### config.mk
export PLATFORM = sky130hd
export DESIGN_NAME = membus_arbiter
export DESIGN_NICKNAME = d
export VERILOG_FILES = /design/src/rtl/membus_arbiter.sv
export SDC_FILE = /design/constraint.sdc
export NUM_CORES = 1
export LEC_CHECK = 0
export CORE_AREA = 5 5 100 102
export DETAILED_ROUTE_END_ITERATION = 7
export DIE_AREA = 0 0 105 107
export GPL_TIMING_DRIVEN = 0
export HOLD_SLACK_MARGIN = 0.06
export PLACE_DENSITY = 0.78
export REMOVE_ABC_BUFFERS = 1
export SYNTH_ARGS = -nofsm -noshare
export SYNTH_HDL_FRONTEND = slang
export SYNTH_SLANG_ARGS = --single-unit
### constraint.sdc
create_clock -name clk -period 3.9 [get_ports clk]
set_input_delay 1.17 -clock clk [delete_from_list [all_inputs] [get_ports clk]]
set_output_delay 1.17 -clock clk [all_outputs]
set_load 0.005 [all_outputs]
### src/rtl/membus_arbiter.sv
// Two-requester (instruction / data) round-robin arbiter onto a single memory bus.
// Zero added latency: requests pass through combinationally and at most one response is outstanding.
module membus_arbiter #(
    parameter int ADDR_WIDTH = 20,
    parameter int DATA_WIDTH = 32
) (
    input  logic                  clk,
    input  logic                  rst,

    input  logic                  i_valid,
    input  logic                  i_wen,
    input  logic [ADDR_WIDTH-1:0] i_addr,
    input  logic [DATA_WIDTH-1:0] i_wdata,
    output logic                  i_ready,
    output logic                  i_rvalid,
    output logic [DATA_WIDTH-1:0] i_rdata,

    input  logic                  d_valid,
    input  logic                  d_wen,
    input  logic [ADDR_WIDTH-1:0] d_addr,
    input  logic [DATA_WIDTH-1:0] d_wdata,
    output logic                  d_ready,
    output logic                  d_rvalid,
    output logic [DATA_WIDTH-1:0] d_rdata,

    output logic                  m_valid,
    output logic                  m_wen,
    output logic [ADDR_WIDTH-1:0] m_addr,
    output logic [DATA_WIDTH-1:0] m_wdata,
    input  logic                  m_ready,
    input  logic                  m_rvalid,
    input  logic [DATA_WIDTH-1:0] m_rdata
);

    typedef enum logic {
        SIDE_I = 1'b0,
        SIDE_D = 1'b1
    } side_t;

    logic  busy_reg;
    side_t owner_reg;
    side_t last_reg;

    side_t grant;
    logic  any_valid;
    logic  can_issue;
    logic  handshake;

    // Contention goes to the side that was not granted last; a lone requester always wins.
    always_comb begin
        grant = SIDE_I;
        if (i_valid && d_valid) begin
            grant = (last_reg == SIDE_I) ? SIDE_D : SIDE_I;
        end else if (d_valid) begin
            grant = SIDE_D;
        end
    end

    assign any_valid = i_valid || d_valid;
    // A response arriving this cycle frees the single outstanding slot for a new issue.
    assign can_issue = !busy_reg || m_rvalid;

    assign m_valid   = !rst && can_issue && any_valid;
    assign m_wen     = (grant == SIDE_D) ? d_wen   : i_wen;
    assign m_addr    = (grant == SIDE_D) ? d_addr  : i_addr;
    assign m_wdata   = (grant == SIDE_D) ? d_wdata : i_wdata;
    assign handshake = m_valid && m_ready;

    assign i_ready   = !rst && can_issue && m_ready && any_valid && (grant == SIDE_I);
    assign d_ready   = !rst && can_issue && m_ready && any_valid && (grant == SIDE_D);

    // Responses while idle are spurious and never reach a requester.
    assign i_rvalid  = !rst && m_rvalid && busy_reg && (owner_reg == SIDE_I);
    assign d_rvalid  = !rst && m_rvalid && busy_reg && (owner_reg == SIDE_D);
    assign i_rdata   = m_rdata;
    assign d_rdata   = m_rdata;

    always_ff @(posedge clk or posedge rst) begin
        if (rst) begin
            busy_reg  <= 1'b0;
            owner_reg <= SIDE_I;
            last_reg  <= SIDE_D;
        end else if (handshake) begin
            busy_reg  <= 1'b1;
            owner_reg <= grant;
            last_reg  <= grant;
        end else if (m_rvalid) begin
            busy_reg  <= 1'b0;
        end
    end

endmodule

==> Yosys cells after proc, flatten, opt, wreduce, memory -nomap -nowiden <==
Cells that the tools add are included.
{ "totals": {"register_bits": 3, "output_inout_bits": 122} }
{ "classes": {"muxes": 8, "bitwise_logic": 2, "n_reduce_logical": 17} }
{ "op_table": {"columns": ["cell", "count"], "rows": [
  ["2-to-1 mux 32 bit", 1],
  ["2-to-1 mux 20 bit", 1],
  ["logical AND 1 bit", 12],
  ["2-to-1 mux 1 bit", 6],
  ["logical NOT 1 bit", 2],
  ["logical OR 1 bit", 2],
  ["NOT 1 bit", 2],
  ["nonzero test 2 bit", 1]
]} }

==> Logic depth before layout (Yosys ltp) <==
Gate-level depths: netlist of the first run.
{ "logic_depth": {"word_depth": 6, "mapped_depth": 4, "ltp_nobuf": 3} }

==> Least setup slack after synthesis of the first run <==
OpenSTA, ideal clock, no wires.
{ "synth_timing": {"path_kind": "input to output", "startpoint": "input port d_valid", "endpoint": "output port m_wdata[10]", "arrival_ps": 1972, "required_time_ps": 2730, "path_slack_ps": 758, "path_stages": 4, "cell_sequence": "a21boi_2 -> buf_6 -> buf_12 -> mux2_4"} }
{ "synth_via": {"elab_chain_len": 3, "word_cells_on_any_way": 4, "classes_between": "3 x mux; 1 x reduce/logical"} }
{ "synth_lines": {"columns": ["element", "line", "text"], "rows": [
  ["start, declared", "18", "input logic d_valid,"],
  ["2-to-1 mux 1 bit / logical AND 1 bit (equally long branches)", "54, 52", null],
  ["2-to-1 mux 1 bit (*)", "52", "if (i_valid && d_valid) begin"],
  ["2-to-1 mux 32 bit (*)", "66", "assign m_wdata = (grant == SIDE_D) ? d_wdata : i_wdata;"],
  ["end, declared", "29", "output logic [DATA_WIDTH-1:0] m_wdata,"]
]} }
Every way passes the cells marked *; elsewhere a longest branch is shown, timed or not.

==> Final worst setup path of the first run <==
{ "layout_timing": {"startpoint": "input port d_valid", "endpoint": "output port m_wdata[11]"} }
The elaborated chain is that of the path after synthesis.

==> results of run 1 <==
## per-stage QoR
step	setup TNS [ns]	hold slack [ns]	instance area [um^2]	cells
2_1_floorplan	-42.96	0.480	862	70
3_3_place_gp	-131.25	0.496	2690	350
3_5_place_dp	-19.78	0.513	2740	352
4_1_cts	-0.150	0.524	2910	366
5_1_grt	0	0.562	2950	368
6_report	0	0.545	2950	368
## logic make-up after synthesis
group | count (synthesis) | synth area share
multiplexers | 55 | 0.504
AND/OR/NAND/NOR | 8 | 0.0281
buffers and inverters | 71 | 0.397
flip-flops | 3 | 0.0536
AO/OA/AOI/OAI | 3 | 0.0176
## area by class of cell
| type | count | area (um^2) | share of cell area |
|---|---|---|---|
| tap | 111 | 139 | 0.0471 |
| multi-input combinational | 66 | 815 | 0.276 |
| sequential | 3 | 76.3 | 0.0259 |
| inverter | 1 | 3.75 | 0.00127 |
| clock buffer | 4 | 45.0 | 0.0153 |
| timing repair buffer | 183 | 1870 | 0.634 |
## power by group
part,total [mW],internal (mW),switching [mW]
clock network,0.0909,0.0698,0.0211
registers,0.0464,0.0400,0.00633
logic,0.418,0.304,0.114
total,0.556,0.414,0.142
## timing repair
item                       4_1_cts  5_1_grt
gates cloned                     3        0
resized for setup               43        9
pin swaps                        1        1
setup endpoints to repair       55       24
buffers inserted                 7        2
## worst max-delay path: cells and delay by family
| kind | cells | cell delay (ns) |
|---|---|---|
| AO/OA/AOI/OAI | 1 | 0.21 |
| buffers and inverters | 4 | 0.93 |
| multiplexers | 1 | 0.29 |
## cell usage in the layout, fill, tap and decap left out, types with 2 or more instances in the layout
| master | instances |
|---|---|
| clkdlybuf4s50_1 | 130 |
| dlygate4sd2_1 | 35 |
| mux2_2 | 29 |
| mux2_4 | 26 |
| buf_4 | 6 |
| buf_16 | 4 |
| clkbuf_8 | 3 |
| buf_12 | 3 |
| nand2_1 | 2 |
| nor2_1 | 2 |
| dfrtp_1 | 2 |
| dlymetal6s2s_1 | 2 |
| clkbuf_2 | 2 |
## worst paths after layout
check | start | end | slack (ns) | cells past startpoint
max | d_valid | m_wdata[11] | 0.12 | 6
min | owner_reg | owner_reg | 0.54 | 1
max reg2reg | last_reg | owner_reg | 2.62 | 4
min reg2reg | owner_reg | owner_reg | 0.54 | 1
max in group asynchronous | rst | last_reg | 2.78 | 2
min in group asynchronous | rst | busy_reg | 0.92 | 2
## routing by layer
metal  global-route usage  wire length, um
met5                0.110               97
met4              0.00731               10
met3                0.132             1760
met2                0.185             3120
met1                0.136             2910
==> impl_results.md, run 1 <==
* CP endpoint kind: primary output
* YS warnings at 0
* Status: finished clean
* Cts bufs inserted at 3
* RSZ-0062 raised after global routing: no
* Fin. max-slew vios at 0
* Drt first-iter violations at 24
* Core area at roughly 9000 um^2
* Total Power at approximately 0.56 mW
* Prevailing post-synth register cell: dfrtp_1
* Drt pass-1 iters at 3
* Grt ovf at 0
* Antenna Cells at 0
* Clock Sinks at 3
* Die Ht at between 100 and 150 um
* Period utilisation layout at 0.969
* Number of global-route vias before repair at between 1,500 and 2,000
* Worst slew pin tran at around 0.25 ns
* Yosys top cell by area: buf_4
* Initial Util at 0.158
* Share of post-route cells with drive strength above 1 at 0.307
* CP startpoint kind: input port
* Critical path class: in -> out
* Critical path cell sequence: clkbuf_2, a21boi_4, buf_12, buf_16, mux2_4, clkdlybuf4s50_1
* Fmax at between 0.2 and 0.3 GHz
* Critical path data required time at roughly 2.7 ns
* Final worst slack at 0.120 ns
* Area share of the largest cell type after synthesis at 0.348
* Max Buffers Root-to-Sink at 2
* Final WL at approximately 7900 um
* Fill cells at about 930
* Final Critical Period at around 3.8 ns
* Critical path arrival at 2.61 ns
* All-Layer GR Usage at 0.130
* CTS H-tree depth at 1
* Max VDD drop at about 210 uV
* Die footprint at between 10,000 and 15,000 um^2
* Asr flop ratio synth at 1.00
* Post-synth EDFFs at 0
* # nets final at roughly 400
* Hold Buf Count CTS at 0
* Yosys cell types at 18
* Final setup viols at 0
* Crit path largest cell delay at ~0.46 ns
* Antenna violations before repair at 0
* Worst-path fanout max at 12
* FP Rows at 35
* Clock Skews at between 0.0008 and 0.0009 ns
* Max-cap check violation count at 0
* Fin. Hold Viols at 0
* Area grow syn2layout at 107%
* Slowest-stage cell, CP: clkdlybuf4s50_1
* Via Count at about 1,500
* Pwr dens at 188 nW/um^2
* Leakage at around 1.3 nW
* Cells after Synth at 140
* DRC viols at 0
* Setup WS pre-CTS at -0.446 ns
* Detailed-route wire length per cell at 21.5 um
* Die width at approximately 110 um
* Top cells by area, synth: buf_4 35%, mux2_4 27%, mux2_2 23%
* First-pass GRT wire length at around 11,000 um
* CTS tree: done
* RePlAce Congestion at between 0.6 and 0.7
* Rel. slew slack at 0.835
* Hold Path Class: reg -> reg
* Final core occ at 0.327
* Clock Pin Slew Worst Setup and Hold Paths at 0.03 ns
* IO Port Bufs at 169
* Share of the yosys chip area belonging to registers at 0.0536
* Avg Vias per Cell at 4.04
* Synthesized area at ~1400 um^2
* Synth Area per Inst at 10.2 um^2
* Seq cells post-synth at 3
* CTS root buffer: clkbuf_8
* I/O pins at between 200 and 300
* Largest net degree at the start of global routing at 14
* Top cells by count, synth: 66 x buf_4, 29 x mux2_2, 26 x mux2_4
* Worst-skew pair later-pin latency at 0.21 ns
* Most frequent cell after synthesis: buf_4
* Number of nets with antenna violations after routing at 0
* DP HPWL at a little under 7000 um
No activity file was read; power rests on OpenSTA's default activity.
==> run 2, diff against run 1 <==
CORE_AREA = 5 5 99 101   (was 5 5 100 102)
DIE_AREA = 0 0 104 106   (was 0 0 105 107)
MAX_ROUTING_LAYER = met4   (was unset)
PLACE_DENSITY = 0.79   (was 0.78)
clock period = 3.8 ns   (was 3.9 ns; I/O delays follow)
==> run 2 against run 1 <==
Core utilization grew 1.2 points. Worst hold slack lost 0.021 ns. Global-route usage grew 0.44 points. Combinational power grew 8.9%. Critical path type unchanged. Largest power group unchanged. Final cell count grew 1.1%. Total power grew 7.0%. Critical endpoint is now m_addr[17]. Sequential power grew 1%.
==> impl_results.md, run 2 (synthesis results as in run 1) <==
* Status: finished clean
* Clock Skews at roughly 0.0034 ns
* CP startpoint kind: input port
* RePlAce Congestion at around 0.74
* Hold Buf Count CTS at 0
* Antenna violations before repair at 0
* All-Layer GR Usage at 0.135
* Pwr dens at around 200 nW/um^2
* Avg Vias per Cell at just over 4
* Met3 routed WL at around 1700 um
* Max VDD drop at ~280 uV
* Top delay family on crit path: buffers and inverters
* Die width at approximately 100 um
* Critical path arrival at roughly 2.6 ns
* Clock Sinks at 3
* CP endpoint kind: primary output
* CTS tree: done
* Drt first-iter violations at 29
* Critical path cell sequence: buf_2, a21boi_4, buf_12, buf_16, mux2_2, clkdlybuf4s50_1
* FP Rows at 35
* Max Buffers Root-to-Sink at 2
* Max layer used: met4
* Antenna Cells at 0
* Final setup viols at 0
* Metal2 WL at roughly 3000 um
* Fin. max-slew vios at 0
* Critical path class: in -> out
* Total Power at about 0.6 mW
* Hold Path Class: reg -> reg
* Core area at ~8900 um^2
* Worst slew pin tran at 0.251 ns
* Area grow syn2layout at 112%
* Leading cell type in the layout, fill and taps excluded: clkdlybuf4s50_1
* Die Ht at 106 um
* CTS H-tree depth at 1
* Share of post-route cells with drive strength above 1 at 0.318
* Crit path largest cell delay at roughly 0.45 ns
* Final WL at roughly 8000 um
* WL met1 at between 3000 and 4000 um
* RSZ-0062 raised after global routing: no
* DRC viols at 0
* Fin. Hold Viols at 0
* IO Port Bufs at ~170
* First-pass GRT wire length at roughly 11,000 um
* Drt pass-1 iters at 4
* DP HPWL at ~6500 um
* Max-cap check violation count at 0
* WP buf/inv at 4
* I/O pins at between 200 and 300
* Largest net degree at the start of global routing at 14
* DP Area at 2740 um^2
* Detailed-route wire length per cell at roughly 22 um
* Number of nets with antenna violations after routing at 0
* Period utilisation layout at 0.983
* Via Count at ~1,500
* Number of global-route vias before repair at ~1,700
* Leakage at 1.30 nW
* Clock Pin Slew Worst Setup and Hold Paths at about 0.03 ns
* Initial Util at 0.159
* CTS root buffer: clkbuf_8
* Slowest-stage cell, CP: clkdlybuf4s50_1
* # nets final at roughly 400
* Finished Cell Area at around 3000 um^2
* Cts bufs inserted at 3
* Worst-skew pair later-pin latency at 0.22 ns
* Grt ovf at 0
* Most frequent cells in the layout: 139 x clkdlybuf4s50_1, 29 x mux2_2, 26 x mux2_4
* Final Critical Period at roughly 3.7 ns
* Die footprint at roughly 11,000 um^2
* Critical path data required time at ~2.7 ns
* Worst-path fanout max at 13
* Fmax at ~0.27 GHz
* Rel. slew slack at 0.833
==> run 2: area by class of cell <==
class,instances,area (um^2)
inverters,1,3.75
clock buffers,4,45.0
fillers,905,5910
repair buffers,187,1950
flip-flops and latches,3,76.3
multi-input cells,66,810
well taps,111,139
==> run 2: routing by layer <==
metal,GRT usage,up-vias
li1,-,656
met1,0.158,675
met2,0.169,211
met3,0.137,4
met4,0.00278,0
met5,-,-
==> run 2: metrics by stage <==
step            util  hold slack, ns  setup slack (ns)  std cells  setup TNS (ns)
2_1_floorplan      -           0.480            -0.855         70          -45.16
3_3_place_gp   0.301           0.501             -2.52        350         -134.56
3_5_place_dp   0.307           0.520            -0.485        352          -20.98
4_1_cts        0.330           0.526          -0.00345        366        -0.00345
5_1_grt        0.339           0.563           0.00378        372               0
6_report       0.339           0.524            0.0631        372               0
==> run 2: final timing paths <==
kind | start | to | slack, ns | depth (start not counted)
worst max-delay path | d_valid | m_addr[17] | 0.06 | 6
worst min-delay path | owner_reg | owner_reg | 0.52 | 1
worst max register to register | last_reg | owner_reg | 2.11 | 7
worst min register to register | owner_reg | owner_reg | 0.52 | 1
max in group asynchronous | rst | last_reg | 2.27 | 3
min in group asynchronous | rst | busy_reg | 1.21 | 2
==> run 2: power breakdown <==
group          switching [mW]  leakage, nW  total (mW)  internal [mW]
logic                   0.124         1.25       0.455          0.331
registers             0.00578       0.0354      0.0469         0.0411
clock network          0.0213       0.0228      0.0929         0.0716
==> run 2: repair_timing <==
item,4_1_cts,5_1_grt
buffers inserted,7,5
gates cloned,3,1
gates resized for setup,34,10
pin swaps,1,1
hold endpoints to repair,0,0
setup endpoints to repair,55,41
==> run 2: worst register-to-register path: stages, from the launching register on <==
cell and delay (ns):
dfstp_2 0.55, a21boi_4 0.06, buf_12 0.15, buf_4 0.14, buf_12 0.12, buf_16 0.14
buf_4 0.15, mux2_2 0.25
==> run 3, diff against run 2 <==
CTS_CLUSTER_DIAMETER = 30   (was unset)
==> results of run 3 <==
The final DEF is identical to that of run 2; final timing and power are the same.
